--- config.mk ---
export PLATFORM = sky130hd
export DESIGN_NAME = pll_reset_sequencer
export DESIGN_NICKNAME = d
export VERILOG_FILES = /design/src/rtl/pll_reset_pkg.sv /design/src/rtl/bit_synchronizer.sv /design/src/rtl/pll_reset_sequencer.sv
export SDC_FILE = /design/constraint.sdc
export NUM_CORES = 1
export LEC_CHECK = 0
export BUFFER_PORTS_ARGS = -buffer_cell sky130_fd_sc_hd__buf_2
export CORE_ASPECT_RATIO = 0.6
export CORE_MARGIN = 2
export CORE_UTILIZATION = 45
export CTS_CLUSTER_SIZE = 12
export DETAILED_ROUTE_END_ITERATION = 6
export GPL_TIMING_DRIVEN = 0
export PLACE_DENSITY = 0.67
export SLEW_MARGIN = 15
export SYNTH_ARGS = -nofsm -noshare
export SYNTH_HDL_FRONTEND = slang
export SYNTH_HIERARCHICAL = 1
export SYNTH_SLANG_ARGS = --single-unit
--- constraint.sdc ---
create_clock -name clk_in1 -period 2.8 [get_ports clk_in1]
set_input_delay 0.7 -clock clk_in1 [delete_from_list [all_inputs] [get_ports clk_in1]]
set_output_delay 0.7 -clock clk_in1 [all_outputs]
set_load 0.01 [all_outputs]
--- src/rtl/pll_reset_pkg.sv ---
// Shared types and defaults for the PLL reset sequencer.
// State encoding is fixed so the 2-bit value can be probed directly on a debug bus.
package pll_reset_pkg;

  typedef enum logic [1:0] {
    PllRst   = 2'd0,
    WaitLock = 2'd1,
    Stable   = 2'd2,
    Run      = 2'd3
  } state_e;

  localparam int unsigned SYNC_STAGES_DEF    = 2;
  localparam int unsigned PLL_RST_CYCLES_DEF = 16;
  localparam int unsigned LOCK_TIMEOUT_DEF   = 20000;
  localparam int unsigned STABLE_CYCLES_DEF  = 1024;

  localparam int unsigned RETRY_MAX = 255;

  function automatic int unsigned max3(input int unsigned a, input int unsigned b,
                                       input int unsigned c);
    int unsigned m;
    m = (a > b) ? a : b;
    return (m > c) ? m : c;
  endfunction

  // Enough bits to hold n-1; never narrower than one bit.
  function automatic int unsigned cnt_width(input int unsigned n);
    return (n < 2) ? 1 : $clog2(n);
  endfunction

endpackage

--- src/rtl/bit_synchronizer.sv ---
// Multi-flop synchronizer for a single asynchronous level signal.
// Flops reset to 0 so an unlocked PLL is assumed until proven otherwise.
module bit_synchronizer #(
  parameter int unsigned STAGES = 2
) (
  input  logic clk,
  input  logic reset,
  input  logic d,
  output logic q
);

  (* ASYNC_REG = "TRUE" *) logic [STAGES-1:0] chain_q;

  always_ff @(posedge clk) begin
    if (reset) begin
      chain_q <= '0;
    end else begin
      chain_q <= {chain_q[STAGES-2:0], d};
    end
  end

  assign q = chain_q[STAGES-1];

endmodule

--- src/rtl/pll_reset_sequencer.sv ---
// Drives PLL RST, waits for a stable LOCKED, then releases the system reset.
// Lock loss or lock timeout re-issues a PLL reset and bumps a saturating retry counter.
module pll_reset_sequencer
  import pll_reset_pkg::*;
#(
  parameter int unsigned SYNC_STAGES    = SYNC_STAGES_DEF,
  parameter int unsigned PLL_RST_CYCLES = PLL_RST_CYCLES_DEF,
  parameter int unsigned LOCK_TIMEOUT   = LOCK_TIMEOUT_DEF,
  parameter int unsigned STABLE_CYCLES  = STABLE_CYCLES_DEF
) (
  input  logic       clk_in1,
  input  logic       reset,
  input  logic       locked,
  output logic       pll_reset,
  output logic       sys_reset,
  output logic       ready,
  output logic       lock_lost,
  output logic [7:0] retry_count
);

  localparam int unsigned MaxCycles = max3(PLL_RST_CYCLES, LOCK_TIMEOUT, STABLE_CYCLES);
  localparam int unsigned CntW      = cnt_width(MaxCycles);

  localparam logic [CntW-1:0] PllRstLast  = CntW'(PLL_RST_CYCLES - 1);
  localparam logic [CntW-1:0] TimeoutLast = CntW'(LOCK_TIMEOUT - 1);
  localparam logic [CntW-1:0] StableLast  = CntW'(STABLE_CYCLES - 1);
  localparam logic [CntW-1:0] CntOne      = CntW'(1);
  localparam logic [7:0]      RetryMax    = 8'(RETRY_MAX);

  state_e          state_q, state_d;
  logic [CntW-1:0] cnt_q, cnt_d;
  logic [7:0]      retry_q, retry_d;
  logic            lost_q, lost_d;
  logic            pll_reset_q, sys_reset_q;
  logic            retry_inc;
  logic            lost_set;
  logic            locked_s;

  bit_synchronizer #(
    .STAGES (SYNC_STAGES)
  ) u_lock_sync (
    .clk   (clk_in1),
    .reset (reset),
    .d     (locked),
    .q     (locked_s)
  );

  always_comb begin
    state_d   = state_q;
    cnt_d     = cnt_q;
    retry_inc = 1'b0;
    lost_set  = 1'b0;

    unique case (state_q)
      PllRst: begin
        if (cnt_q == PllRstLast) begin
          state_d = WaitLock;
        end else begin
          cnt_d = cnt_q + CntOne;
        end
      end
      WaitLock: begin
        if (locked_s) begin
          state_d = Stable;
        end else if (cnt_q == TimeoutLast) begin
          state_d   = PllRst;
          retry_inc = 1'b1;
        end else begin
          cnt_d = cnt_q + CntOne;
        end
      end
      Stable: begin
        // A dropout here is treated as a glitch: back to waiting, no PLL reset.
        if (!locked_s) begin
          state_d = WaitLock;
        end else if (cnt_q == StableLast) begin
          state_d = Run;
        end else begin
          cnt_d = cnt_q + CntOne;
        end
      end
      Run: begin
        if (!locked_s) begin
          state_d   = PllRst;
          retry_inc = 1'b1;
          lost_set  = 1'b1;
        end
      end
      default: begin
        state_d = PllRst;
      end
    endcase

    if (state_d != state_q) begin
      cnt_d = '0;
    end

    retry_d = retry_q;
    if (retry_inc && (retry_q != RetryMax)) begin
      retry_d = retry_q + 8'd1;
    end

    lost_d = lost_q | lost_set;
  end

  // Outputs are decoded from the next state so they move on the same edge as the FSM.
  always_ff @(posedge clk_in1) begin
    if (reset) begin
      state_q     <= PllRst;
      cnt_q       <= '0;
      retry_q     <= '0;
      lost_q      <= 1'b0;
      pll_reset_q <= 1'b1;
      sys_reset_q <= 1'b1;
    end else begin
      state_q     <= state_d;
      cnt_q       <= cnt_d;
      retry_q     <= retry_d;
      lost_q      <= lost_d;
      pll_reset_q <= (state_d == PllRst);
      sys_reset_q <= (state_d != Run);
    end
  end

  assign pll_reset   = pll_reset_q;
  assign sys_reset   = sys_reset_q;
  assign ready       = ~sys_reset_q;
  assign lock_lost   = lost_q;
  assign retry_count = retry_q;

endmodule

==> results of run 1 <==
-- power by group through the flow --
stage / Clock [mW] / Sequential [mW] / Combinational [mW]
5_1_grt: 0.451 / 0.437 / 0.0313
4_1_cts: 0.430 / 0.436 / 0.0278
3_3_place_gp: 0 / 0.446 / 0.0269
6_report: 0.422 / 0.437 / 0.0278
2_1_floorplan: 0 / 0.445 / 0.0209
3_5_place_dp: 0 / 0.446 / 0.0276
-- logic make-up (layout without fill, tap and decap cells) --
logic type,after synthesis,count (layout)
and+or+nand+nor,80,80
buffers and inverters,9,31
adders and majority gates,2,2
DFF,30,30
AOI/OAI and AO/OA,33,33
xor gates and xnor gates,14,14
-- registers in the layout, summed over array words and instances, names as in the netlist --
name / cells
cnt_q: 15
retry_count: 8
state_q: 2
u_lock_sync/chain_q: 2
lock_lost: 1
pll_reset: 1
sys_reset: 1
-- per-stage QoR --
| step | instance area (µm²) | hold WS, ps |
|---|---|---|
| 5_1_grt | 1770 | 477 |
| 6_report | 1770 | 438 |
| 3_5_place_dp | 1670 | 426 |
| 2_1_floorplan | 1540 | 414 |
| 3_3_place_gp | 1670 | 430 |
| 4_1_cts | 1770 | 441 |
-- final cells by class --
class | instances | area [µm²]
Buffer | 8 | 53.8
Inverter | 1 | 3.75
Tap cell | 45 | 56.3
Clock inverter | 3 | 40.0
Sequential cell | 30 | 601
Timing Repair Buffer | 14 | 70.1
Clock buffer | 5 | 68.8
Multi-Input combinational cell | 129 | 881
Fill cell | 296 | 1490
-- synth_stat cells (all sizes together) --
master  instances
or4             3
nand3           7
nand4           7
a41oi           1
o31ai           1
nor2b           3
buf             4
nor4bb          1
o21a            1
dfxtp          30
nor2           17
and3            3
and3b           2
clkbuf          4
xor2            6
o32a            1
nand2b          1
inv             1
xnor2           8
and4            4
a21oi          15
a21bo           1
nor4b           1
ha              2
and2b           1
nand2          13
or3             4
a211oi          3
nor3            3
or4b            1
a21o            1
and2            1
or3b            1
or2             1
o211ai          1
o21ai           8
nor4            2
nand3b          4
-- worst paths after layout --
path / startpoint / depth (start not counted) / slack, ps / endpoint
worst max-delay path: cnt_q[0] / 9 / 510 / cnt_q[8]
worst min-delay path: u_lock_sync/chain_q[0] / 1 / 440 / u_lock_sync/chain_q[1]
worst max register to register: cnt_q[0] / 9 / 510 / cnt_q[8]
worst min register to register: u_lock_sync/chain_q[0] / 1 / 440 / u_lock_sync/chain_q[1]
-- critical path: stages (launching register included) --
cell	delay, ps
dfxtp_1	340
ha_1	260
and3_4	200
buf_6	120
and4_4	150
o32a_4	350
and2_4	180
buf_6	130
or3_1	350
a21oi_1	160
-- routing by layer --
layer | global-route usage | share of wire | vias to the layer above
met2 | 0.265 | 0.42 | 32
li1 | - | - | 651
met4 | 0.0489 | 0.0057 | 0
met1 | 0.274 | 0.53 | 616
met3 | 0.0611 | 0.050 | 5
met5 | 0 | 0 | -
==> results.toml, run 1 <==
[power_and_ir_drop]
seq_power_share = 0.493
vdd_drop_max_uv = 302
combPwrFrac = 0.031
intPower_uw = 706
switching_share = 0.204
p_leak_nw = 0.649
p_switching_uw = 181
p_clk_frac = 0.476
power_density_nw_per_um2 = 500
p_total_uw = 886

[final_layout]
mostFrequentLayoutCells = "dfxtp_1, nor2_1, a21oi_1, buf_2, nand2_1"
drive_above_1_share = 0.200
final_nets = 194
area_delta_synth_final_pct = 15.3
layout_commonest_cell = "dfxtp_1"
n_antenna_cell = 0
fin_cells = 235
fin_util = 0.544

[placed_design]
numPortBuffers = 14
gp_congestion = 0.823
dp_slack_ps = 516
dp_hpwl_mm = 2.45
post-place-cells = 227

[clock_network]
root_buffer = "clkbuf_8"
cts_tree = "built"
holdBufCountCts = 0
clock-sinks = 30
cts_resized = 0
clkTransAtPathRegs_ps = 70
cts_made_buffers = 5
cts_setup_buffers = 0
htree_levels = 2
clockBufferDepth = 2
clk_latency_ps = 280

[sta]
setup_slack_ps = 513
finalSetupTns_ps = 0
fmax_ghz = 0.437
slew_headroom = 0.706
period_minus_slack_ps = 2290
maxSlewViolCount = 0
worstMarginPinSlew_ps = 440
skew_ps = 8.90
setup_viol = 0
rsz0062_at_grt = "no"
hold_violations = 0
fin_crit_sh = 0.817

[route]
drc = 0
via_per_inst = 5.55
drt_iter0_drc = 108
wl_per_cell_um = 14.1
dr.pass1.iters = 4
dr_total_vias = 1304
antenna_left = 0
wirelength_mm = 3.32

[global_routing]
grt_pass1_vias = 1236
grt.total_usage = 0.188
grt_max_degree = 11
antenna_found_initial = 0
overflow = 0
grt_pass1_wl_mm = 5.77

[yosys]
yosysTopAreaCell = "dfxtp_1"
synth_top_family_by_area = "simple AND/OR/NAND/NOR gates"
synth_seq_area_share = 0.390
synth_compound_area_frac = 0.145
ys_ff_latch = 30
syn_nets = 173
synth_simple_gate_area_share = 0.332
synth.area.top_cells = "dfxtp_1, a21oi_1, xnor2_1"
synthXorXnorAreaFrac = 0.0797
syn_area_um2 = 1540
synth_fa_ha_area_frac = 0.0163
synth_top_area_frac = 0.390
syn_avg_cell_area_um2 = 9.16
muxShareOfSynthArea = 0
yosys_warnings = 6
synth_cell_types = 44
synthCells = 168

[die]
num_rows = 16
fp.dieW_um = 79.5
core_area_um2 = 3260
die_area_um2 = 3920
start_util = 0.472
ios = 15
die_h_um = 49.3

[critical_path]
worstSetupPathType = "reg -> reg"
crit_path_end_kind = "register"
crit_arrival_ps = 2500
path_max_fanout = 10
required_ps = 3010
crit_path_start_kind = "register"

[job]
maxCapViolCount = 0

[hold_path]
min-delay-path-class = "reg -> reg"

[outcome]
status = "complete, no violations"
Note: power is estimated with default switching activity, not from simulation.
==> run 2, diff against run 1 <==
--- a/config.mk
+++ b/config.mk
@@ -5,6 +5,7 @@
 export SDC_FILE = /design/constraint.sdc
 export NUM_CORES = 1
 export LEC_CHECK = 0
+export ABC_AREA = 1
 export BUFFER_PORTS_ARGS = -buffer_cell sky130_fd_sc_hd__buf_2
 export CORE_ASPECT_RATIO = 0.6
 export CORE_MARGIN = 2
@@ -12,7 +13,7 @@
 export CTS_CLUSTER_SIZE = 12
 export DETAILED_ROUTE_END_ITERATION = 6
 export GPL_TIMING_DRIVEN = 0
-export PLACE_DENSITY = 0.67
+export PLACE_DENSITY = 0.69
 export SLEW_MARGIN = 15
 export SYNTH_ARGS = -nofsm -noshare
 export SYNTH_HDL_FRONTEND = slang
==> constraint.sdc (replaced) <==
create_clock -name clk_in1 -period 2.09 [get_ports clk_in1]
set_input_delay 0.5225 -clock clk_in1 [delete_from_list [all_inputs] [get_ports clk_in1]]
set_output_delay 0.5225 -clock clk_in1 [all_outputs]
set_load 0.01 [all_outputs]
==> results.toml, run 2 <==
[yosys]
yosys_warnings = 6
yosysMostFrequentCell = "nor2_1"
synthCells = 283
syn_nets = 288
syn_avg_cell_area_um2 = 6.45
ys_ff_latch = 30
synth_cell_types = 22
synth_top_area_frac = 0.329
async_reset_ff_frac = 0
synth-edff-count = 0
synth_seq_area_share = 0.329
synthFlopType = "dfxtp_1"
yosysTopAreaCell = "dfxtp_1"
syn_area_um2 = 1830
synth.area.top_cells = "dfxtp_1, nor2_1, nand2_1"
synthTopCellsByCount = "nor2_1, nand2_1, inv_1"

[final_layout]
mostFrequentLayoutCells = "nor2_1, nand2_1, inv_1, dfxtp_1, nand3_1"
largest_register_ffs = 15
fin_util = 0.546
layout_commonest_cell = "nor2_1"
final_nets = 309
n_antenna_cell = 0
fin_cells = 352
drive_above_1_share = 0.157
regMostFlops = "cnt_q"
area_delta_synth_final_pct = 13.2

[critical_path]
r2r-end = "cnt_q[10]"
required_ps = 2280
worstSetupPathType = "reg -> reg"
slowest_delay_ps = 400
worstPathCellList = "ha_1 -> nand3_2 -> nor2_4 -> nand3_1 -> nand2_2 -> inv_1 -> nand2_1 -> buf_6 -> nor2_1 -> nor2_2 -> nor2_2"
ff2ff_path_depth = 11
r2r-start = "cnt_q[0]"
crit_arrival_ps = 2110
reg2reg_slack_ps = 170
crit_path_start_kind = "register"
cpMaxStageDelayCell = "dfxtp_1"
path_max_fanout = 10
worst_path_most_repeated_cell = "nor2_2"
crit_path_end_kind = "register"

[sta]
slew_headroom = 0.605
worstMarginPinSlew_ps = 591
period_minus_slack_ps = 1920
fmax_ghz = 0.520
setup_viol = 0
hold_violations = 0
setup_slack_ps = 169
maxSlewViolCount = 0
fin_crit_sh = 0.919
finalSetupTns_ps = 0
rsz0062_at_grt = "no"
whs_ps = 410
skew_ps = 7.04

[global_routing]
grt_pass1_wl_mm = 6.62
antenna_found_initial = 0
grt_max_degree = 11
overflow = 0
grt_pass1_vias = 1378
grt.total_usage = 0.192

[clock_network]
root_buffer = "clkbuf_8"
holdBufCountCts = 0
clock-sinks = 30
cts_made_buffers = 5
clkTransAtPathRegs_ps = 70
htree_levels = 2
clk_latency_ps = 290
cts_tree = "built"
clockBufferDepth = 2

[job]
maxCapViolCount = 0

[route]
drc = 0
antenna_left = 0
wirelength_mm = 3.93
drt_iter0_drc = 128
via_per_inst = 4.69
dr_total_vias = 1651
wl_per_cell_um = 11.2
dr.pass1.iters = 5

[die]
start_util = 0.482
die_area_um2 = 4600
core_area_um2 = 3790
num_rows = 17
fp.dieW_um = 86.3
ios = 15
die_h_um = 53.4

[placed_design]
gp_congestion = 0.915
post-place-cells = 344
dp_slack_ps = 121
dp_hpwl_mm = 2.92
numPortBuffers = 14

[hold_path]
holdPathEnd = "u_lock_sync/chain_q[1]"
min-delay-path-class = "reg -> reg"
min_path_cells = 2
hold_path.startpoint = "u_lock_sync/chain_q[0]"

[power_and_ir_drop]
power_density_nw_per_um2 = 588
vdd_drop_max_uv = 300
p_leak_nw = 0.873

[outcome]
status = "complete, no violations"
## run 2: cell types whose count changed in the layout (fill, tap and decap cells not counted), sizes merged, moves of 4 or more
cell | before | now
o21ai | 8 | 2
and4 | 4 | 0
nand2 | 13 | 54
nor2 | 17 | 79
nor3 | 3 | 8
xor2 | 6 | 12
nand3 | 7 | 28
a21oi | 15 | 10
inv | 1 | 44
xnor2 | 8 | 1
or3 | 4 | 0
## run 2: report_power, final
part / internal [mW] / leakage, nW / total (mW) / switching, mW
clock: 0.351 / 0.0579 / 0.594 / 0.243
combinational: 0.0136 / 0.573 / 0.0358 / 0.0222
sequential: 0.578 / 0.243 / 0.586 / 0.00729
total: 0.943 / 0.873 / 1.21 / 0.272
## run 2: kinds of logic (layout without fill, tap and decap cells)
group           count (synthesis)  after routing  share of synthesized area
simple gates                  177            177                      0.449
fa+ha+maj                       2              2                     0.0137
flops                          30             30                      0.329
buf+inv                        49             71                      0.114
xor+xnor                       13             13                     0.0623
compound gates                 12             12                     0.0329
## run 2: what timing repair did
action / in CTS / in global routing
buffers inserted: 0 / 0
setup endpoints to repair: 0 / 8
resized for setup: 0 / 1
endpoints found under the hold margin: 0 / 0
## run 2: metrics by stage
| step | instance area, µm² | total power [mW] |
|---|---|---|
| 2_1_floorplan | 1830 | 0.625 |
| 3_3_place_gp | 1960 | 0.635 |
| 3_5_place_dp | 1960 | 0.635 |
| 4_1_cts | 2060 | 1.22 |
| 5_1_grt | 2070 | 1.25 |
| 6_report | 2070 | 1.21 |
## run 2: worst max-delay path by stage
| stage | slack, ps | endpoint | startpoint |
|---|---|---|---|
| global placement | 170 | retry_count[2] | cnt_q[0] |
| finish | 170 | cnt_q[10] | cnt_q[0] |
| floorplan | 430 | cnt_q[4] | cnt_q[0] |
| CTS | 110 | retry_count[1] | cnt_q[0] |
| global route | 30 | cnt_q[12] | cnt_q[0] |
| detailed placement | 120 | retry_count[1] | cnt_q[0] |
## run 2: area by class of cell
| type | instances | area [µm²] |
|---|---|---|
| plain buffers | 5 | 42.5 |
| flip-flops and latches | 30 | 601 |
| clock buffers | 5 | 68.8 |
| multi-input cells | 204 | 1020 |
| inverters | 44 | 165 |
| clock inverters | 3 | 40.0 |
| well taps | 47 | 58.8 |
| fillers | 393 | 1720 |
| repair buffers | 14 | 70.1 |
## run 2: metal layers
metal	GRT usage	vias up	part of all wire
li1	-	914	-
met4	0.0781	0	0.012
met5	0	-	0
met2	0.234	52	0.34
met3	0.0530	7	0.083
met1	0.299	678	0.56
## run 2: critical path: cells and delay by family (launching register included)
kind,cells,cell delay (ps)
and+or+nand+nor,8,960
DFF,1,400
adders and majority gates,1,260
buffers and inverters,2,200
==> run 3, diff against run 2 <==
--- a/config.mk
+++ b/config.mk
@@ -8,12 +8,11 @@
 export ABC_AREA = 1
 export BUFFER_PORTS_ARGS = -buffer_cell sky130_fd_sc_hd__buf_2
 export CORE_ASPECT_RATIO = 0.6
-export CORE_MARGIN = 2
 export CORE_UTILIZATION = 45
 export CTS_CLUSTER_SIZE = 12
 export DETAILED_ROUTE_END_ITERATION = 6
 export GPL_TIMING_DRIVEN = 0
-export PLACE_DENSITY = 0.69
+export PLACE_DENSITY = 0.74
 export SLEW_MARGIN = 15
 export SYNTH_ARGS = -nofsm -noshare
 export SYNTH_HDL_FRONTEND = slang
==> results.toml, run 3 (synthesized netlist as in run 2, its figures left out) <==
[global_routing]
grt_pass1_vias = 1376
grt_max_degree = 11
overflow = 0
grt_pass1_wl_mm = 6.58
antenna_found_initial = 0
grt.total_usage = 0.198

[critical_path]
reg2reg_slack_ps = 190
crit_path_end_kind = "register"
ff2ff_path_depth = 11
path_max_fanout = 10
worstSetupPathType = "reg -> reg"
crit_arrival_ps = 2090
required_ps = 2280
crit_path_start_kind = "register"

[sta]
rsz0062_at_grt = "no"
hold_violations = 0
setup_viol = 0
skew_ps = 3.36
maxSlewViolCount = 0
fin_crit_sh = 0.910
fmax_ghz = 0.526
slew_headroom = 0.617
period_minus_slack_ps = 1900
finalSetupTns_ps = 0
setup_slack_ps = 189
worstMarginPinSlew_ps = 573

[die]
fp.dieW_um = 84.3
core_area_um2 = 3760
die_h_um = 51.4
die_area_um2 = 4330
num_rows = 17
start_util = 0.485
ios = 15

[route]
wl_met3_um = 208
dr_wl_met2_mm = 1.42
top_layer = "met4"
via_per_inst = 4.86
antenna_left = 0
drc = 2
wirelength_mm = 3.92
drt_iter0_drc = 141
wl_per_cell_um = 11.1
dr.pass1.iters = 6
wl_met1_mm = 2.25
dr_total_vias = 1710

[clock_network]
clkTransAtPathRegs_ps = 70
holdBufCountCts = 0
htree_levels = 2
root_buffer = "clkbuf_8"
cts_tree = "built"
clockBufferDepth = 2
cts_setup_buffers = 0
clk_latency_ps = 280
cts_resized = 0
clock-sinks = 30
cts_made_buffers = 5

[final_layout]
n_antenna_cell = 0
drive_above_1_share = 0.157
largest_register_ffs = 15
mostFrequentLayoutCells = "nor2_1, nand2_1, inv_1, dfxtp_1, nand3_1"
fin_util = 0.549
area_delta_synth_final_pct = 13.2
final_nets = 309
layout_commonest_cell = "nor2_1"
regMostFlops = "cnt_q"
final_area_um2 = 2070

[job]
maxCapViolCount = 0

[outcome]
violations = "DRC"
status = "finished with violations"

[power_and_ir_drop]
p_total_mw = 1.21
vdd_drop_max_uv = 387
power_density_nw_per_um2 = 584
p_leak_nw = 0.873

[hold_path]
min-delay-path-class = "reg -> reg"
min_path_cells = 2

[placed_design]
gp_congestion = 0.863
postPlaceCellArea_um2 = 1960
dp_hpwl_mm = 3.01
numPortBuffers = 14
dp_slack_ps = 173
[run 3: cell counts in the layout (fill, tap and decap cells not counted)]
Identical to the previous run, type by type.
[run 3: report_power, final]
group	internal [mW]	switching (mW)	total [mW]
logic	0.0135	0.0221	0.0357
clock network	0.351	0.235	0.586
registers	0.578	0.00766	0.586
[run 3: path summary, 6_finish.rpt]
check                         start                     end
max reg2reg                cnt_q[0]                cnt_q[4]
min reg2reg  u_lock_sync/chain_q[0]  u_lock_sync/chain_q[1]
max                        cnt_q[0]                cnt_q[4]
min          u_lock_sync/chain_q[0]  u_lock_sync/chain_q[1]
[run 3: layout make-up]
class,count,area [µm²]
fill,358,1700
multi-input combinational,204,1020
sequential,30,601
inverter,44,165
timing repair buffer,14,70.1
clock buffer,5,68.8
tap,47,58.8
buffer,5,42.5
clock inverter,3,40.0
[run 3: layer usage]
metal  vias up  global-route usage
li1        916                   -
met1       754               0.302
met2        35               0.264
met3         5              0.0533
met4         0              0.0603
met5         -                   0
[run 3: critical path, cell delays in order (launching register included)]
cell and delay (ps):
dfxtp_1 400, ha_1 270, nand3_2 220, nor2_4 200, nand3_1 140, nand2_2 120, inv_1 40, nand2_1 80
buf_6 150, nor2_1 60, nor2_2 80, nor2_2 40
[run 3: through the flow]
step / hold slack, ps / instances
global placement: 391 / 344
CTS: 405 / 352
floorplan: 388 / 283
detailed placement: 396 / 344
finish: 404 / 352
global route: 412 / 352
